==> src/rtl/rtc_bus_pkg.sv <==
// Shared constants for the RTC multiplexed-bus sequencer: FSM state codes,
// access sub-phase codes, default RTC addresses and the RAM index width helper.
package rtc_bus_pkg;

  localparam logic [3:0] S_IDLE    = 4'd0;
  localparam logic [3:0] S_FETCH   = 4'd1;
  localparam logic [3:0] S_ADDR_SU = 4'd2;
  localparam logic [3:0] S_ADDR_PW = 4'd3;
  localparam logic [3:0] S_ADDR_HD = 4'd4;
  localparam logic [3:0] S_DATA_SU = 4'd5;
  localparam logic [3:0] S_DATA_PW = 4'd6;
  localparam logic [3:0] S_DATA_HD = 4'd7;
  localparam logic [3:0] S_STORE   = 4'd8;
  localparam logic [3:0] S_DONE    = 4'd9;

  localparam logic [1:0] PH_SU = 2'd0;
  localparam logic [1:0] PH_PW = 2'd1;
  localparam logic [1:0] PH_HD = 2'd2;

  localparam logic [7:0] DEF_BASE_ADDR = 8'h21;
  localparam logic [7:0] DEF_CMD_ADDR  = 8'hF0;
  localparam logic [7:0] DEF_CMD_RD    = 8'hF0;

  // RAM slot index must reach N_REGS (slot 0 is the command slot).
  function automatic int idx_w(input int n_regs);
    return (n_regs < 1) ? 1 : $clog2(n_regs + 1);
  endfunction

endpackage

==> src/rtl/rtc_bus_access.sv <==
// Timing engine for one RTC bus access: counts T_PHASE cycles per sub-phase
// and decodes the active-low strobes, a_d and output enable.
module rtc_bus_access
  import rtc_bus_pkg::*;
#(
  parameter int T_PHASE = 4
) (
  input  logic       clk,
  input  logic       reset,
  input  logic       go,
  input  logic       is_addr,
  input  logic       is_read,
  input  logic [1:0] phase,
  output logic       cs,
  output logic       rd,
  output logic       wr,
  output logic       a_d,
  output logic       oe,
  output logic       last
);

  localparam int CNT_W = (T_PHASE > 1) ? $clog2(T_PHASE) : 1;

  logic [CNT_W-1:0] cnt;
  logic             pulse;

  assign last = go && (cnt == CNT_W'(T_PHASE - 1));

  // Sub-phase changes only happen on last, so this also clears on every state change.
  always_ff @(posedge clk or posedge reset) begin
    if (reset)             cnt <= '0;
    else if (!go || last)  cnt <= '0;
    else                   cnt <= cnt + CNT_W'(1);
  end

  assign pulse = go && (phase == PH_PW);
  assign cs    = !pulse;
  // Address accesses are always writes of the address; only data accesses may read.
  assign wr    = !(pulse && (is_addr || !is_read));
  assign rd    = !(pulse && !is_addr && is_read);
  assign a_d   = !(go && is_addr);
  assign oe    = go && (is_addr || !is_read);

endmodule

==> src/rtl/rtc_bus_sequencer.sv <==
// Block read/write sequencer between the controller, the RTC multiplexed bus
// and the local time RAM (slot 0 = command, slot i+1 = data register i).
module rtc_bus_sequencer
  import rtc_bus_pkg::*;
#(
  parameter int                 N_REGS    = 6,
  parameter int                 DATA_W    = 8,
  parameter logic [DATA_W-1:0]  BASE_ADDR = DATA_W'(DEF_BASE_ADDR),
  parameter logic [DATA_W-1:0]  CMD_ADDR  = DATA_W'(DEF_CMD_ADDR),
  parameter logic [DATA_W-1:0]  CMD_RD    = DATA_W'(DEF_CMD_RD),
  parameter int                 T_PHASE   = 4,
  localparam int                IDX_W     = idx_w(N_REGS)
) (
  input  logic              clk,
  input  logic              reset,
  // Handshake: a start pulse is accepted only while busy=0; busy rises the next
  // cycle and stays high through the one-cycle done pulse, falling with it.
  input  logic              start_wr,
  input  logic              start_rd,
  output logic              busy,
  output logic              done,
  output logic              a_d,
  output logic              cs,
  output logic              rd,
  output logic              wr,
  output logic [DATA_W-1:0] ad_out,
  output logic              ad_oe,
  input  logic [DATA_W-1:0] ad_in,
  output logic [IDX_W-1:0]  ram_idx,
  output logic              ram_rd_en,
  input  logic [DATA_W-1:0] ram_rdata,
  output logic              ram_wr_en,
  output logic [DATA_W-1:0] ram_wdata,
  output logic [3:0]        state_dbg
);

  localparam logic [IDX_W-1:0] K_LAST = IDX_W'(N_REGS);

  logic [3:0]        state;
  logic [IDX_W-1:0]  k;
  logic              is_rd;
  logic              fetch_2nd;
  logic [DATA_W-1:0] wdata_q;
  logic [DATA_W-1:0] cap_q;

  logic              acc_go;
  logic              acc_is_addr;
  logic              acc_is_read;
  logic [1:0]        acc_phase;
  logic              acc_last;
  logic              acc_a_d;

  always_comb begin
    acc_go      = 1'b0;
    acc_is_addr = 1'b0;
    acc_phase   = PH_SU;
    case (state)
      S_ADDR_SU: begin acc_go = 1'b1; acc_is_addr = 1'b1; acc_phase = PH_SU; end
      S_ADDR_PW: begin acc_go = 1'b1; acc_is_addr = 1'b1; acc_phase = PH_PW; end
      S_ADDR_HD: begin acc_go = 1'b1; acc_is_addr = 1'b1; acc_phase = PH_HD; end
      S_DATA_SU: begin acc_go = 1'b1; acc_phase = PH_SU; end
      S_DATA_PW: begin acc_go = 1'b1; acc_phase = PH_PW; end
      S_DATA_HD: begin acc_go = 1'b1; acc_phase = PH_HD; end
      default: ;
    endcase
  end

  // The command access of a read block is itself a write of CMD_RD.
  assign acc_is_read = is_rd && (k != '0);

  rtc_bus_access #(
    .T_PHASE (T_PHASE)
  ) u_access (
    .clk     (clk),
    .reset   (reset),
    .go      (acc_go),
    .is_addr (acc_is_addr),
    .is_read (acc_is_read),
    .phase   (acc_phase),
    .cs      (cs),
    .rd      (rd),
    .wr      (wr),
    .a_d     (acc_a_d),
    .oe      (ad_oe),
    .last    (acc_last)
  );

  always_ff @(posedge clk or posedge reset) begin
    if (reset) begin
      state     <= S_IDLE;
      k         <= '0;
      is_rd     <= 1'b0;
      fetch_2nd <= 1'b0;
      wdata_q   <= '0;
      cap_q     <= '0;
    end else begin
      case (state)
        S_IDLE: begin
          if (start_wr) begin
            is_rd     <= 1'b0;
            k         <= '0;
            fetch_2nd <= 1'b0;
            state     <= S_FETCH;
          end else if (start_rd) begin
            is_rd <= 1'b1;
            k     <= '0;
            state <= S_ADDR_SU;
          end
        end
        S_FETCH: begin
          if (!fetch_2nd) begin
            fetch_2nd <= 1'b1;
          end else begin
            fetch_2nd <= 1'b0;
            wdata_q   <= ram_rdata;
            state     <= S_ADDR_SU;
          end
        end
        S_ADDR_SU: if (acc_last) state <= S_ADDR_PW;
        S_ADDR_PW: if (acc_last) state <= S_ADDR_HD;
        S_ADDR_HD: if (acc_last) state <= S_DATA_SU;
        S_DATA_SU: if (acc_last) state <= S_DATA_PW;
        S_DATA_PW: begin
          if (acc_last) begin
            if (acc_is_read) cap_q <= ad_in;
            state <= S_DATA_HD;
          end
        end
        S_DATA_HD: begin
          if (acc_last) begin
            if (!is_rd) begin
              if (k == K_LAST) begin
                state <= S_DONE;
              end else begin
                k     <= k + IDX_W'(1);
                state <= S_FETCH;
              end
            end else if (k == '0) begin
              k     <= IDX_W'(1);
              state <= S_ADDR_SU;
            end else begin
              state <= S_STORE;
            end
          end
        end
        S_STORE: begin
          if (k == K_LAST) begin
            state <= S_DONE;
          end else begin
            k     <= k + IDX_W'(1);
            state <= S_ADDR_SU;
          end
        end
        S_DONE:  state <= S_IDLE;
        default: state <= S_IDLE;
      endcase
    end
  end

  // Bus value is decoded from registered state, so it holds across SU..HD.
  always_comb begin
    ad_out = '0;
    if (acc_go) begin
      if (acc_is_addr)
        ad_out = (k == '0) ? CMD_ADDR : BASE_ADDR + DATA_W'(k - IDX_W'(1));
      else if (!is_rd)
        ad_out = wdata_q;
      else if (k == '0)
        ad_out = CMD_RD;
    end
  end

  assign a_d       = acc_a_d;
  assign busy      = (state != S_IDLE);
  assign done      = (state == S_DONE);
  assign ram_rd_en = (state == S_FETCH) && !fetch_2nd;
  assign ram_wr_en = (state == S_STORE);
  assign ram_idx   = ((state == S_FETCH) || (state == S_STORE)) ? k : '0;
  assign ram_wdata = (state == S_STORE) ? cap_q : '0;
  assign state_dbg = state;

endmodule

==> config.mk <==
export PLATFORM = sky130hd
export DESIGN_NAME = rtc_bus_sequencer
export DESIGN_NICKNAME = d
export VERILOG_FILES = /design/src/rtl/rtc_bus_pkg.sv /design/src/rtl/rtc_bus_access.sv /design/src/rtl/rtc_bus_sequencer.sv
export SDC_FILE = /design/constraint.sdc
export NUM_CORES = 1
export LEC_CHECK = 0
export CAP_MARGIN = 20
export CORE_MARGIN = 4
export CORE_UTILIZATION = 30
export DETAILED_ROUTE_END_ITERATION = 8
export GPL_TIMING_DRIVEN = 0
export PLACE_DENSITY = 0.58
export SETUP_SLACK_MARGIN = 0.4
export SKIP_LAST_GASP = 1
export SYNTH_ARGS = -nofsm -noshare
export SYNTH_HDL_FRONTEND = slang
export SYNTH_SLANG_ARGS = --single-unit
==> constraint.sdc <==
create_clock -name clk -period 2.1 [get_ports clk]
set_clock_uncertainty 0.2 [all_clocks]
set_input_delay 0.42 -clock clk [delete_from_list [all_inputs] [get_ports clk]]
set_output_delay 0.42 -clock clk [all_outputs]
set_load 0.01 [all_outputs]
==> results.yml <==
synthesis:
  synth_common_cells: "dfrtp_1, mux2_2, and2_1, inv_1, o21ai_0"
  synth_edf_count: 0
  async_flop_share_pct: 100
  syn_area_per_cell_um2: 10.1
  synth_nets: 203
  yosysWarnings: 0
  synthCells: 178
  yosysMostFrequentCell: "dfrtp_1"
  netlist.area_leader.share_pct: 37.7
  synthFlopType: "dfrtp_1"
  yosys.area.top_type: "dfrtp_1"
  ys_types: 52
  synth_area_um2: 1790
  ys_ff_latch: 27
  yosys-top-cells-area: "dfrtp_1, mux2_2, and2_1"
  synth-seq-area-share_pct: 37.7
timing:
  fin_crit_sh_pct: 121
  timing.hold.ws_ns: 0.198
  timing.fmax_ghz: 0.392
  period_minus_slack_ns: 2.55
  rsz0062_at_grt: "yes"
  worstMarginPinSlew_ns: 0.421
  relSlewSlack_pct: 71.9
  final_max_slew_viol_count: 0
  layout_setup_ws_ns: -0.450
  setup_viol: 33
  final_hold_viol_count: 0
clock_tree:
  root_buffer: "clkbuf_8"
  cts_buffers: 3
  cts_buffer_depth: 2
  cts_tree: "yes"
  htreeDepth: 1
  insertion_delay_ns: 0.28
  clk_pin_slew_ns: 0.10
  cts.sinks: 27
routing:
  ant_nets: 0
  drtIter0Drc: 61
  viasPerCell: 4.97
  drc_errors: 0
  wl_per_cell_um: 16.0
  drt-total-wl_mm: 5.68
  first_pass_iters: 4
  num_vias: 1769
power_and_ir_drop:
  p_leak_nw: 1.46
  ir_drop_mv: 0.822
  pwr-share-clk_pct: 7.3
  seqPwrFrac_pct: 20.1
  power.switching_mw: 1.86
  p_per_area_nw_per_um2: 1350
  intPower_mw: 2.49
  netSwitchingFraction_pct: 42.8
  pwr-share-comb_pct: 72.7
  p_total_mw: 4.35
place:
  gp_congestion: 0.766
  detailed_place.area_um2: 2630
  place_hpwl_mm: 3.51
  io_buffers: 51
finish:
  syn_to_final_growth_pct: 79.2
  drive_above_1_share_pct: 59.5
  fin_nets: 310
  design_area_um2: 3210
  nFillCells: 492
  final_util_pct: 56.9
  n_antenna_cell: 0
global_routing:
  grt_pass1_vias: 1816
  grt-busiest-layer: "met2"
  grt_pass1_wl_mm: 8.87
  grt_max_degree: 22
  gr-usage-met2_pct: 26.1
  met1_usage_pct: 19.1
  gr-usage-all-layers_pct: 15.1
  gr-total-overflow: 0
  use_met3_pct: 3.79
  antenna_found_initial: 0
critical_path:
  cp_max_fo: 8
  cp_slowest_stage_delay_ns: 0.44
  path_class: "register to output pin"
  start_kind: "register"
  critical_path.top_delay_family: "buffers and inverters"
  path_buf_inv: 4
  slowest_stage: "dfrtp_1"
  cp_cell_sequence: "buf_4, nor3b_2, o21a_2, inv_4, buf_4, nand2_4, o2111a_1, buf_2"
  end_kind: "output pin"
  crit_top_cell: "buf_4"
  cp.required_ns: 1.48
  arrival_ns: 1.93
status:
  outcome: "finished with violations"
  violations: "negative setup slack"
flow_run:
  drv_cap: 0
die:
  rows: 27
  dieArea_um2: 7270
  die_w_um: 85.3
  coreArea_um2: 5640
  fp.dieH_um: 85.3
  io_pins: 52
  initial_core_util_pct: 31.7
worst_hold_path:
  hp-class: "input pin to async pin"
==> layer usage <==
metal | routed length [µm] | vias to the layer above
met1 | 2420 | 856
met3 | 367 | 2
met4 | 26 | 0
met5 | 0 | -
met2 | 2870 | 52
li1 | - | 859
==> power groups by stage <==
stage,clock [mW],sequential [mW],combinational [mW]
2_1_floorplan,0,0.867,1.60
3_3_place_gp,0,0.884,2.38
3_5_place_dp,0,0.894,2.39
4_1_cts,0.327,0.868,2.94
5_1_grt,0.340,0.899,3.40
6_report,0.315,0.872,3.16
==> cell usage in the layout, fill, tap and decap left out, drive strengths merged, types with 2 or more instances in the layout <==
master	instances
dfrtp	27
and2	10
a32o	4
ha	5
o211ai	2
clkbuf	7
and3	2
buf	87
nor3	9
nand4	2
nand2b	3
nand3b	2
dlygate4sd2	2
clkdlybuf4s50	19
a21oi	8
o2bb2ai	3
nand3	6
nor2b	2
nand2	8
o21ai	11
mux2	16
o21bai	2
inv	11
xnor2	3
nor2	11
xor2	3
==> metrics by stage <==
step	setup TNS (ns)	setup WS, ns	cells
finish	-8.98	-0.450	356
global route	-11.42	-0.524	356
detailed placement	-10.80	-0.615	302
floorplan	-0.00135	-0.00135	178
global placement	-10.57	-0.621	301
CTS	-7.78	-0.406	345
==> final timing paths <==
kind / start / endpoint / slack, ns / cells past startpoint
worst max-delay path: state_dbg[1] / ad_out[4] / -0.45 / 8
worst min-delay path: reset / wdata_q[7] / 0.20 / 2
worst max register to register: state_dbg[2] / k[0] / -0.06 / 9
worst min register to register: u_access.cnt[0] / u_access.cnt[0] / 0.24 / 1
max in group asynchronous: reset / k[0] / 1.06 / 3
min in group clk: u_access.cnt[0] / u_access.cnt[0] / 0.24 / 1
==> cell type report <==
class,instances,area (µm²),area share [%]
Buffer,9,109,3.39
Clock buffer,4,45.0,1.40
Inverter,11,51.3,1.60
Multi-Input combinational cell,131,1320,41.0
Sequential cell,27,678,21.1
Tap cell,72,90.1,2.81
Timing Repair Buffer,102,921,28.7
==> registers in the layout (all words and copies together) (netlist names) <==
| signal | flops |
|---|---|
| cap_q | 8 |
| wdata_q | 8 |
| state_dbg | 4 |
| k | 3 |
| u_access.cnt | 2 |
| fetch_2nd | 1 |
| is_rd | 1 |
==> logic make-up (layout without fill, tap and decap cells) <==
family	after synthesis	after routing	synth area share (%)
xor gates and xnor gates	6	6	2.94
and+or+nand+nor	63	63	21.7
muxes	17	17	10.6
buffers and inverters	20	126	6.64
AOI/OAI and AO/OA	40	40	16.9
adders and majority gates	5	5	3.49
DFF	27	27	37.7
==> repair_timing <==
| item | 4_1_cts | 5_1_grt |
|---|---|---|
| buffers inserted | 38 | 11 |
| setup endpoints to repair | 55 | 53 |
| gates resized for setup | 169 | 20 |
| hold buffers | 0 | 0 |
| pin swaps | 13 | 13 |
| gates cloned | 1 | 0 |
(Power assumes the default switching activity.)
